`src/rtl/bbox_update_ctrl_pkg.sv`:
```
`default_nettype none
// +---------------------------------------------------------------------------+
// | bbox_update_ctrl_pkg : shared constants, box field layout and FSM states  |
// | Rev 1.0                                                                   |
// +---------------------------------------------------------------------------+
package bbox_update_ctrl_pkg;

  localparam logic [63:0] BBOX_INVALID = 64'hFFFF_FFFF_FFFF_FFFF;
  localparam int          COORD_W      = 16;

  localparam int X0_LSB = 48;
  localparam int Y0_LSB = 32;
  localparam int X1_LSB = 16;
  localparam int Y1_LSB = 0;

  typedef enum logic [1:0] {
    ST_COLLECT = 2'd0,
    ST_READY   = 2'd1,
    ST_LOAD    = 2'd2
  } state_t;

  function automatic logic [COORD_W-1:0] box_coord(input logic [63:0] box, input int lsb);
    return box[lsb +: COORD_W];
  endfunction

  function automatic logic [63:0] box_pack(input logic [COORD_W-1:0] x0,
                                           input logic [COORD_W-1:0] y0,
                                           input logic [COORD_W-1:0] x1,
                                           input logic [COORD_W-1:0] y1);
    return {x0, y0, x1, y1};
  endfunction

endpackage
`default_nettype wire

```
`src/rtl/bbox_update_ctrl_if.sv`:
```
`default_nettype none
// +---------------------------------------------------------------------------+
// | bbox_update_ctrl_if : detection input, overlay write port and status      |
// | Rev 1.0                                                                   |
// +---------------------------------------------------------------------------+
interface bbox_update_ctrl_if;

  logic [63:0] det_bbox_data;
  logic        det_bbox_valid;
  logic        det_bbox_ready;
  logic        det_list_done;
  logic        frame_end;
  logic [63:0] bbox_data_out;
  logic        bbox_data_out_valid;
  logic        busy;
  logic [7:0]  drop_cnt;

  modport master (
    output det_bbox_data, det_bbox_valid, det_list_done, frame_end,
    input  det_bbox_ready, bbox_data_out, bbox_data_out_valid, busy, drop_cnt
  );

  modport slave (
    input  det_bbox_data, det_bbox_valid, det_list_done, frame_end,
    output det_bbox_ready, bbox_data_out, bbox_data_out_valid, busy, drop_cnt
  );

endinterface
`default_nettype wire

```
`src/rtl/bbox_update_ctrl_clamp_check.sv`:
```
`default_nettype none
// +---------------------------------------------------------------------------+
// | bbox_clamp_check : clamps a box to the frame and flags inverted boxes     |
// | Rev 1.0                                                                   |
// +---------------------------------------------------------------------------+
module bbox_clamp_check
  import bbox_update_ctrl_pkg::*;
#(
  parameter int FRAME_WIDTH  = 16,
  parameter int FRAME_HEIGHT = 9
) (
  input  logic [63:0] box_i,
  output logic [63:0] box_o,
  output logic        malformed_o
);

  localparam logic [COORD_W-1:0] X_MAX = COORD_W'(FRAME_WIDTH - 1);
  localparam logic [COORD_W-1:0] Y_MAX = COORD_W'(FRAME_HEIGHT - 1);

  logic [COORD_W-1:0] raw_x0, raw_y0, raw_x1, raw_y1;
  logic [COORD_W-1:0] cl_x0, cl_y0, cl_x1, cl_y1;

  assign raw_x0 = box_coord(box_i, X0_LSB);
  assign raw_y0 = box_coord(box_i, Y0_LSB);
  assign raw_x1 = box_coord(box_i, X1_LSB);
  assign raw_y1 = box_coord(box_i, Y1_LSB);

  assign cl_x0 = (raw_x0 > X_MAX) ? X_MAX : raw_x0;
  assign cl_y0 = (raw_y0 > Y_MAX) ? Y_MAX : raw_y0;
  assign cl_x1 = (raw_x1 > X_MAX) ? X_MAX : raw_x1;
  assign cl_y1 = (raw_y1 > Y_MAX) ? Y_MAX : raw_y1;

  // Inversion is judged after clamping, so a box lying fully off-frame collapses and passes.
  assign malformed_o = (cl_x0 > cl_x1) || (cl_y0 > cl_y1);
  assign box_o       = box_pack(cl_x0, cl_y0, cl_x1, cl_y1);

endmodule
`default_nettype wire

```
`src/rtl/bbox_update_ctrl.sv`:
```
`default_nettype none
// +---------------------------------------------------------------------------+
// | bbox_update_ctrl : collects a detection list, then writes a full slot set |
// | to the overlay stage at the next vertical blank. Rev 1.0                  |
// +---------------------------------------------------------------------------+
module bbox_update_ctrl
  import bbox_update_ctrl_pkg::*;
#(
  parameter int FRAME_WIDTH  = 16,
  parameter int FRAME_HEIGHT = 9,
  parameter int MAX_BBOX     = 5
) (
  input  logic               clk,
  input  logic               rst_n,
  bbox_update_ctrl_if.slave  bus
);

  localparam int              CNT_W    = $clog2(MAX_BBOX + 1);
  localparam logic [CNT_W-1:0] CNT_FULL = CNT_W'(MAX_BBOX);

  state_t           state_q;
  logic [CNT_W-1:0] count_q;
  logic [CNT_W-1:0] slot_q;
  logic [63:0]      store_q [MAX_BBOX];
  logic [63:0]      out_data_q;
  logic             out_valid_q;
  logic [7:0]       drop_q;

  logic [63:0]      box_clamped;
  logic             box_malformed;
  logic [63:0]      slot_data;

  bbox_clamp_check #(
    .FRAME_WIDTH  (FRAME_WIDTH),
    .FRAME_HEIGHT (FRAME_HEIGHT)
  ) u_clamp (
    .box_i       (bus.det_bbox_data),
    .box_o       (box_clamped),
    .malformed_o (box_malformed)
  );

  assign bus.det_bbox_ready      = (state_q == ST_COLLECT);
  assign bus.busy                = (state_q != ST_COLLECT);
  assign bus.bbox_data_out       = out_data_q;
  assign bus.bbox_data_out_valid = out_valid_q;
  assign bus.drop_cnt            = drop_q;

  // Slots beyond the stored count read as "no box" so stale entries never reappear.
  always_comb begin
    slot_data = BBOX_INVALID;
    for (int k = 0; k < MAX_BBOX; k++) begin
      if ((slot_q == CNT_W'(k)) && (CNT_W'(k) < count_q)) begin
        slot_data = store_q[k];
      end
    end
  end

  always_ff @(posedge clk or negedge rst_n) begin
    if (!rst_n) begin
      state_q     <= ST_COLLECT;
      count_q     <= '0;
      slot_q      <= '0;
      out_data_q  <= '0;
      out_valid_q <= 1'b0;
      drop_q      <= '0;
      for (int k = 0; k < MAX_BBOX; k++) begin
        store_q[k] <= '0;
      end
    end else begin
      case (state_q)
        ST_COLLECT: begin
          out_valid_q <= 1'b0;
          if (bus.det_bbox_valid) begin
            if (box_malformed || (count_q == CNT_FULL)) begin
              if (drop_q != 8'hFF) begin
                drop_q <= drop_q + 8'd1;
              end
            end else begin
              for (int k = 0; k < MAX_BBOX; k++) begin
                if (count_q == CNT_W'(k)) begin
                  store_q[k] <= box_clamped;
                end
              end
              count_q <= count_q + 1'b1;
            end
          end
          // A beat in the commit cycle has already been handled above.
          if (bus.det_list_done) begin
            state_q <= ST_READY;
          end
        end

        ST_READY: begin
          if (bus.frame_end) begin
            state_q     <= ST_LOAD;
            out_valid_q <= 1'b1;
            out_data_q  <= slot_data;
            slot_q      <= slot_q + 1'b1;
          end
        end

        ST_LOAD: begin
          if (slot_q == CNT_FULL) begin
            state_q     <= ST_COLLECT;
            out_valid_q <= 1'b0;
            count_q     <= '0;
            slot_q      <= '0;
          end else begin
            out_data_q  <= slot_data;
            slot_q      <= slot_q + 1'b1;
          end
        end

        default: begin
          state_q     <= ST_COLLECT;
          out_valid_q <= 1'b0;
          count_q     <= '0;
          slot_q      <= '0;
        end
      endcase
    end
  end

endmodule
`default_nettype wire

```
`src/flat_wrapper.sv`:
```
// flat-port wrapper written by rule: the top's interface ports become plain ports
module bbox_update_ctrl_flat import bbox_update_ctrl_pkg::*;
#(
  parameter int FRAME_WIDTH  = 16,
  parameter int FRAME_HEIGHT = 9,
  parameter int MAX_BBOX     = 5
)
  (clk, rst_n, bus_det_bbox_data, bus_det_bbox_valid, bus_det_list_done, bus_frame_end, bus_det_bbox_ready, bus_bbox_data_out, bus_bbox_data_out_valid, bus_busy, bus_drop_cnt);
  bbox_update_ctrl_if bus_i ();
  input  logic clk;
  input  logic rst_n;
  input wire logic [$bits(bus_i.det_bbox_data)-1:0] bus_det_bbox_data;
  input wire logic [$bits(bus_i.det_bbox_valid)-1:0] bus_det_bbox_valid;
  input wire logic [$bits(bus_i.det_list_done)-1:0] bus_det_list_done;
  input wire logic [$bits(bus_i.frame_end)-1:0] bus_frame_end;
  output wire logic [$bits(bus_i.det_bbox_ready)-1:0] bus_det_bbox_ready;
  output wire logic [$bits(bus_i.bbox_data_out)-1:0] bus_bbox_data_out;
  output wire logic [$bits(bus_i.bbox_data_out_valid)-1:0] bus_bbox_data_out_valid;
  output wire logic [$bits(bus_i.busy)-1:0] bus_busy;
  output wire logic [$bits(bus_i.drop_cnt)-1:0] bus_drop_cnt;
  assign bus_i.det_bbox_data = bus_det_bbox_data;
  assign bus_i.det_bbox_valid = bus_det_bbox_valid;
  assign bus_i.det_list_done = bus_det_list_done;
  assign bus_i.frame_end = bus_frame_end;
  assign bus_det_bbox_ready = bus_i.det_bbox_ready;
  assign bus_bbox_data_out = bus_i.bbox_data_out;
  assign bus_bbox_data_out_valid = bus_i.bbox_data_out_valid;
  assign bus_busy = bus_i.busy;
  assign bus_drop_cnt = bus_i.drop_cnt;
  bbox_update_ctrl #(.FRAME_WIDTH(FRAME_WIDTH), .FRAME_HEIGHT(FRAME_HEIGHT), .MAX_BBOX(MAX_BBOX)) u_core (.clk(clk), .rst_n(rst_n), .bus(bus_i));
endmodule
```
`config.mk`:
```
export PLATFORM = sky130hd
export DESIGN_NAME = bbox_update_ctrl_flat
export DESIGN_NICKNAME = d
export VERILOG_FILES = /design/src/rtl/bbox_update_ctrl_pkg.sv /design/src/rtl/bbox_update_ctrl_if.sv /design/src/rtl/bbox_update_ctrl_clamp_check.sv /design/src/rtl/bbox_update_ctrl.sv /design/src/flat_wrapper.sv
export SDC_FILE = /design/constraint.sdc
export NUM_CORES = 1
export LEC_CHECK = 0
export BUFFER_PORTS_ARGS = -buffer_cell sky130_fd_sc_hd__buf_2
export CAP_MARGIN = 20
export CORE_MARGIN = 1.5
export CORE_UTILIZATION = 28
export CTS_BUF_LIST = sky130_fd_sc_hd__clkbuf_4
export CTS_CLUSTER_SIZE = 8
export DETAILED_ROUTE_END_ITERATION = 10
export SLEW_MARGIN = 20
export SYNTH_ARGS = -nofsm -noshare
export SYNTH_HDL_FRONTEND = slang
export SYNTH_SLANG_ARGS = --single-unit
```
`constraint.sdc`:
```
create_clock -name clk -period 3.6 [get_ports clk]
set_input_delay 0.36 -clock clk [delete_from_list [all_inputs] [get_ports clk]]
set_output_delay 0.36 -clock clk [all_outputs]
set_load 0.03 [all_outputs]
```
[Yosys cells after proc, flatten, opt, wreduce, memory -nomap -nowiden]
Cells that the tools add are included.
Word-level totals
  register bits: 401
  input bits: 69
  output and inout bits: 75
  logic and storage cells: 96
Operators by class
  add/subtract/negate cells: 3
  order comparisons: 11
  eq/ne operators: 19
  multiplexer cells: 26
  bitwise gates (word level): 3
  reductions and logical operators: 23
Operators with widths (count)
  $mux 64: 7
  $pmux 64 s2: 1
  $gt 16x4->1 const B: 4
  $mux 16: 4
  $gt 16x16->1: 2
  $reduce_and 4->1: 7
  $pmux 3 s3: 2
  $mux 3: 5
  $eq 3x2->1 const B: 4
  $eq 3x3->1 const B: 4
  $ne 2x2->1 const B: 5
  $add 8x1->8 const B: 1
  $ne 8x8->1 const B: 1
  $add 3x1->3 const B: 2
  $eq 3x1->1 const B: 2
  $logic_not 3->1: 2
  $lt 1x3->1 const A: 2
  $lt 2x3->1 const A: 2
  $mux 2: 3
  $pmux 2 s3: 1
  $reduce_and 3->1: 2
  $logic_and 1x1->1: 5
  $reduce_and 2->1: 2
  $reduce_bool 2->1: 2
  9 further kinds: 13

[Longest topological paths before layout]
  depth in word-level cells: 9
  mapped depth: 15
  depth with buffers taken out: 13

[By module]
Synthesis repeated with hierarchy kept, for this count alone.
Unflattened totals
  cells, all modules: 1638
  area total of the unflattened synthesis: 19929.1 um2
By module, submodules not included
  bbox_update_ctrl: instances 1, cells an instance 1461, area an instance 18639.1 um2, sequential area each 10034.6 um2
  bbox_clamp_check: instances 1, cells an instance 177, area an instance 1290.0 um2, sequential area each 0.0 um2

[Least setup slack after synthesis]
Ideal clock, no wire load.
  kind: input -> register
  from: in bus_det_bbox_data[54]
  to: reg u_core.store_q[0] (netlist bit)
  setup time: 125 ps
  arrival time: 2826 ps
  required time: 3475 ps
  slack: 649 ps
  stages: 10
  path buffers: 1
  cell sequence: nor4_1 > nand3_1 > nor2_1 > inv_1 > ha_1 > nand4_1 > or4_4 > a2111oi_4 > buf_4 > mux2_2
On the way
  longest elaborated chain between the ends: 7
RTL lines
  start, declared: line flat_wrapper.sv:12  | input wire logic [$bits(bus_i.det_bbox_data)-1:0] bus_det_bbox_data;
  $gt 16x4->1: line bbox_update_ctrl_clamp_check.sv:28  | assign cl_x0 = (raw_x0 > X_MAX) ? X_MAX : raw_x0;
  $mux 16: line bbox_update_ctrl_clamp_check.sv:28
  via u_core.box_clamped[51]: line bbox_update_ctrl.sv:29  | logic [63:0] box_clamped;
  $gt 16x16->1: line bbox_update_ctrl_clamp_check.sv:34  | assign malformed_o = (cl_x0 > cl_x1) || (cl_y0 > cl_y1);
  $logic_or 1x1->1: line bbox_update_ctrl_clamp_check.sv:34
  $logic_or 1x1->1: line bbox_update_ctrl.sv:74  | if (box_malformed || (count_q == CNT_FULL)) begin
  $not 1->1 (no line)
  $reduce_and 4->1 (no line)
  end signal, assigned by index: line bbox_update_ctrl.sv:81  | store_q[k] <= box_clamped;
  end, declared: line bbox_update_ctrl.sv:24  | logic [63:0] store_q [MAX_BBOX];
The timed path passes the listed nets, and every way through them passes these cells.
A chain may end at the register's enable or synchronous reset.

[Worst setup path in the final report]
  from: in bus_det_bbox_data[33]
  to: reg u_core.store_q[33] (netlist bit)
On the way
  longest elaborated chain between the ends: 7
RTL lines
  $gt 16x4->1: line bbox_update_ctrl_clamp_check.sv:29  | assign cl_y0 = (raw_y0 > Y_MAX) ? Y_MAX : raw_y0;
  $mux 16 (*): line bbox_update_ctrl_clamp_check.sv:29
  via u_core.box_clamped[33]: line bbox_update_ctrl.sv:29
  $gt 16x16->1: line bbox_update_ctrl_clamp_check.sv:34
  $logic_or 1x1->1: line bbox_update_ctrl_clamp_check.sv:34
  $logic_or 1x1->1: line bbox_update_ctrl.sv:74
  $not 1->1 (no line)
  $reduce_and 4->1 (no line)
The timed path passes the listed nets; every way through them passes the cells marked *.

==> impl_results.md <==
- Status: finished, final reports clean
- EDFF count, synth: 0
- CP max stage delay: 0.55 ns
- Post-Syn Area: 16970 um^2
- Top Ports: 144
- First-pass GRT wire length: 71340 um
- DRC viols: 0
- Initial antenna violation count: 2
- Vias in the first global route: 13560
- Final WL: 43280 um
- CTS tree: built
- Dominant cell type by area after synthesis: dfrtp_1
- Final Core Density: 0.3402
- Full die area: 62100 um^2
- Root Buffer: clkbuf_4
- Initial Utilization: 0.2822
- CTS sink count: 401
- Rel. slew slack: 0.3732
- Final Cycle Share: 0.9084
- I/O Buffers: 143
- Setup Skew: 0.03227 ns
- Max Root-Sink Buffers: 3
- Yosys top cell area share: 0.5913
- CP endpoint kind: register
- Async SR Flop Fraction: 1.000
- Slew Viols, Final: 0
- Startpoint Class: input pin
- Share of layout cells above drive strength 1: 0.1928
- Die X: 249.2 um
- Comb power frac: 0.337
- RSZ-0062 raised after global routing: no
- Internal Power: 0.009043 W
- Syn Inst Count: 1594
- Post-synth cell types: 53
- Most common flop cell mapped by yosys: dfrtp_1
- Post-CTS sizing: 0
- Placer Congestion: 0.7756
- Average cell area after synthesis: 10.65 um^2
- Largest net degree at the start of global routing: 129
- Filler cell count: 6116
- Final Critical Period: 3.270 ns
- Worst-skew pair later-pin latency: 0.81 ns
- Row cnt: 90
- P per Cell Area: 711.3 nW/um^2
- Vias per inst: 4.745
- Drt wl/cell: 16.04 um
- Count of hold-fix buffers inserted at cts: 20
- Setup Fix Bufs, Post-CTS: 0
- Worst path bufs/invs: 4
- Routed Antenna Nets: 0
- WP data required: 4.27 ns
- Clock H-tree levels: 3
- Die Span Y: 249.2 um
- CTS buffer count: 102
- Final setup fails: 0
- Synth area leaders: dfrtp_1, nand2_1, nor2b_1, and2_1, o221ai_1
- Max Fclk: 305.8 MHz
- Final hold violation count: 0
- Sw Pwr: 0.005508 W
- Worst-path clk slew: 0.07 ns
- # Max-Cap Violations: 0
- Seq/Total Area, Yosys: 0.5913
- GRT Residual Overflow: 0
- Iter 0 DRT Violations: 804
- Share of power burned in registers: 0.392
- Number of synthesized register bits: 401
- CORE AREA: 60130 um^2
- Maximum VDD drop: 0.0006451 V
- Drt pass-1 iters: 5
- Setup TNS: 0 ns
- Total track usage: 0.1420
- Cell family with most CP delay: compound AO/OA/AOI/OAI gates
- Nets: 1958
- CP Cell Sequence: dlygate4sd3_1 -> buf_2 -> or3_1 -> a21oi_1 -> nand2_1 -> inv_1 -> ha_1 -> nor2b_1 -> o21bai_1 -> a21boi_1 -> o31a_2 -> a2111oi_4 -> buf_12 -> mux2_2
- Tightest Pin Transition: 0.9339 ns
- Hold WC Path Type: in2reg
- Vias: 12800
- Arr. time, crit path: 3.94 ns
- Clk network pwr share: 0.271
- Synth warn: 0
- Area delta synth->final: 20.53%
- Switching Share: 0.3785
- CP max FO: 21
- Crit path kind: in2reg
- CP max stage cell: dlygate4sd3_1
- HPWL after DPL: 26430 um
- Leak Pwr: 9.810 nW
==> cells in the mapped netlist (2+ instances only) <==
cell      count
o21ai_0     102
conb_1        2
and2_1       97
a31oi_1       3
o221ai_1     65
nand3_1      19
buf_1         4
nor4_1       15
a21oi_1      51
a211oi_2      2
inv_1        26
nand4_1      10
clkbuf_2      3
nor2b_1     146
ha_1         45
or3_1         4
mux2i_1       9
xnor2_1       7
buf_2        20
mux2_2        9
nor2_1       47
nand2_1     251
nand2b_1      2
dfrtp_1     401
buf_6         2
o211ai_1     70
a21o_1        4
o22ai_1      64
and3_1        7
buf_4         7
nor3_1        4
clkbuf_1     75
==> final timing paths <==
check | from | end | slack, ns | depth (start not counted)
max | bus_det_bbox_data[33] | u_core.store_q[33]$_DFFE_PN0P_ | 0.33 | 14
min | bus_det_bbox_data[2] | u_core.store_q[66]$_DFFE_PN0P_ | 0.11 | 4
max reg2reg | u_core.count_q[1]$_DFFE_PN0P_ | u_core.store_q[33]$_DFFE_PN0P_ | 0.68 | 8
min reg2reg | u_core.store_q[131]$_DFFE_PN0P_ | u_core.store_q[131]$_DFFE_PN0P_ | 0.48 | 2
max in group asynchronous | rst_n | u_core.store_q[142]$_DFFE_PN0P_ | 2.37 | 3
min in group asynchronous | rst_n | u_core.store_q[190]$_DFFE_PN0P_ | 0.16 | 2
==> state kept, by name, summed over array words and instances (netlist names) <==
name                            cells
u_core.bus.bbox_data_out_valid      1
u_core.bus.drop_cnt                 8
u_core.slot_q                       3
u_core.count_q                      3
u_core.state_q                      2
u_core.store_q                    320
u_core.bus.bbox_data_out           64
==> cells in the final DEF (no fill, tap or decap), types with 20 or more instances in the layout <==
master         instances
dfrtp_1              401
nand2_1              250
nor2b_1              146
clkbuf_4             143
buf_2                142
o21ai_0              101
and2_1                97
o211ai_1              70
o221ai_1              65
o22ai_1               64
a21oi_1               50
conb_1                48
nor2_1                47
ha_1                  45
buf_4                 35
inv_1                 26
clkinv_1              21
dlygate4sd3_1         20
==> power groups by stage <==
stage	sequential (W)	clock (W)	combinational, W
after floorplan	0.00646	0	0.00260
after global placement	0.00577	0	0.00486
after detailed placement	0.00579	0	0.00494
after CTS	0.00572	0.00409	0.00498
after global routing	0.00579	0.00434	0.00541
final	0.00570	0.00394	0.00491
==> logic make-up (layout without fill, tap and decap cells) <==
kind of cell	Yosys count	after routing	share of synthesized area
AO/OA/AOI/OAI	375	375	0.1461
flip-flops	401	401	0.5913
XOR/XNOR	7	7	0.003613
adder cells (fa/ha/maj)	45	45	0.03318
buffers and inverters	138	412	0.03465
other	2	50	0.0004425
multiplexers	19	19	0.01194
AND/OR/NAND/NOR	607	607	0.1788
==> layout make-up <==
class,instances,area (um^2),area share
well taps,782,978.4,0.04783
clock buffers,143,1074,0.05248
clock inverters,31,229.0,0.01119
multi-input cells,1101,6585,0.3219
flip-flops and latches,401,10030,0.4905
inverters,27,101.3,0.004954
diodes,2,5.005,0.0002447
repair buffers,211,1449,0.07083
==> metrics by stage <==
stage	power, W	cell area, um^2	setup slack [ns]	instances	hold WS [ns]
floorplan	0.009061	17140	0.6493	1640	0.06441
detailed placement	0.01073	18950	0.01369	2502	0.4357
CTS	0.01478	20450	0.4430	2696	0.006559
finish	0.01455	20460	0.3297	2698	0.1129
global placement	0.01063	18950	0.04724	2502	0.4324
global route	0.01554	20460	0.1884	2698	0.05917
==> layer usage <==
metal / GRT usage / wire (um) / vias up
met5: 0 / 0 / -
met1: 0.1957 / 20930 / 6373
met4: 0.04930 / 727 / 0
met3: 0.03124 / 2217 / 58
met2: 0.2197 / 19410 / 314
li1: - / - / 6056
==> worst min-delay path: stages <==
cell and delay, ns:
buf_2 0.10, nand2_1 0.18, buf_4 0.19, mux2i_1 0.07
(Power assumes the default switching activity.)
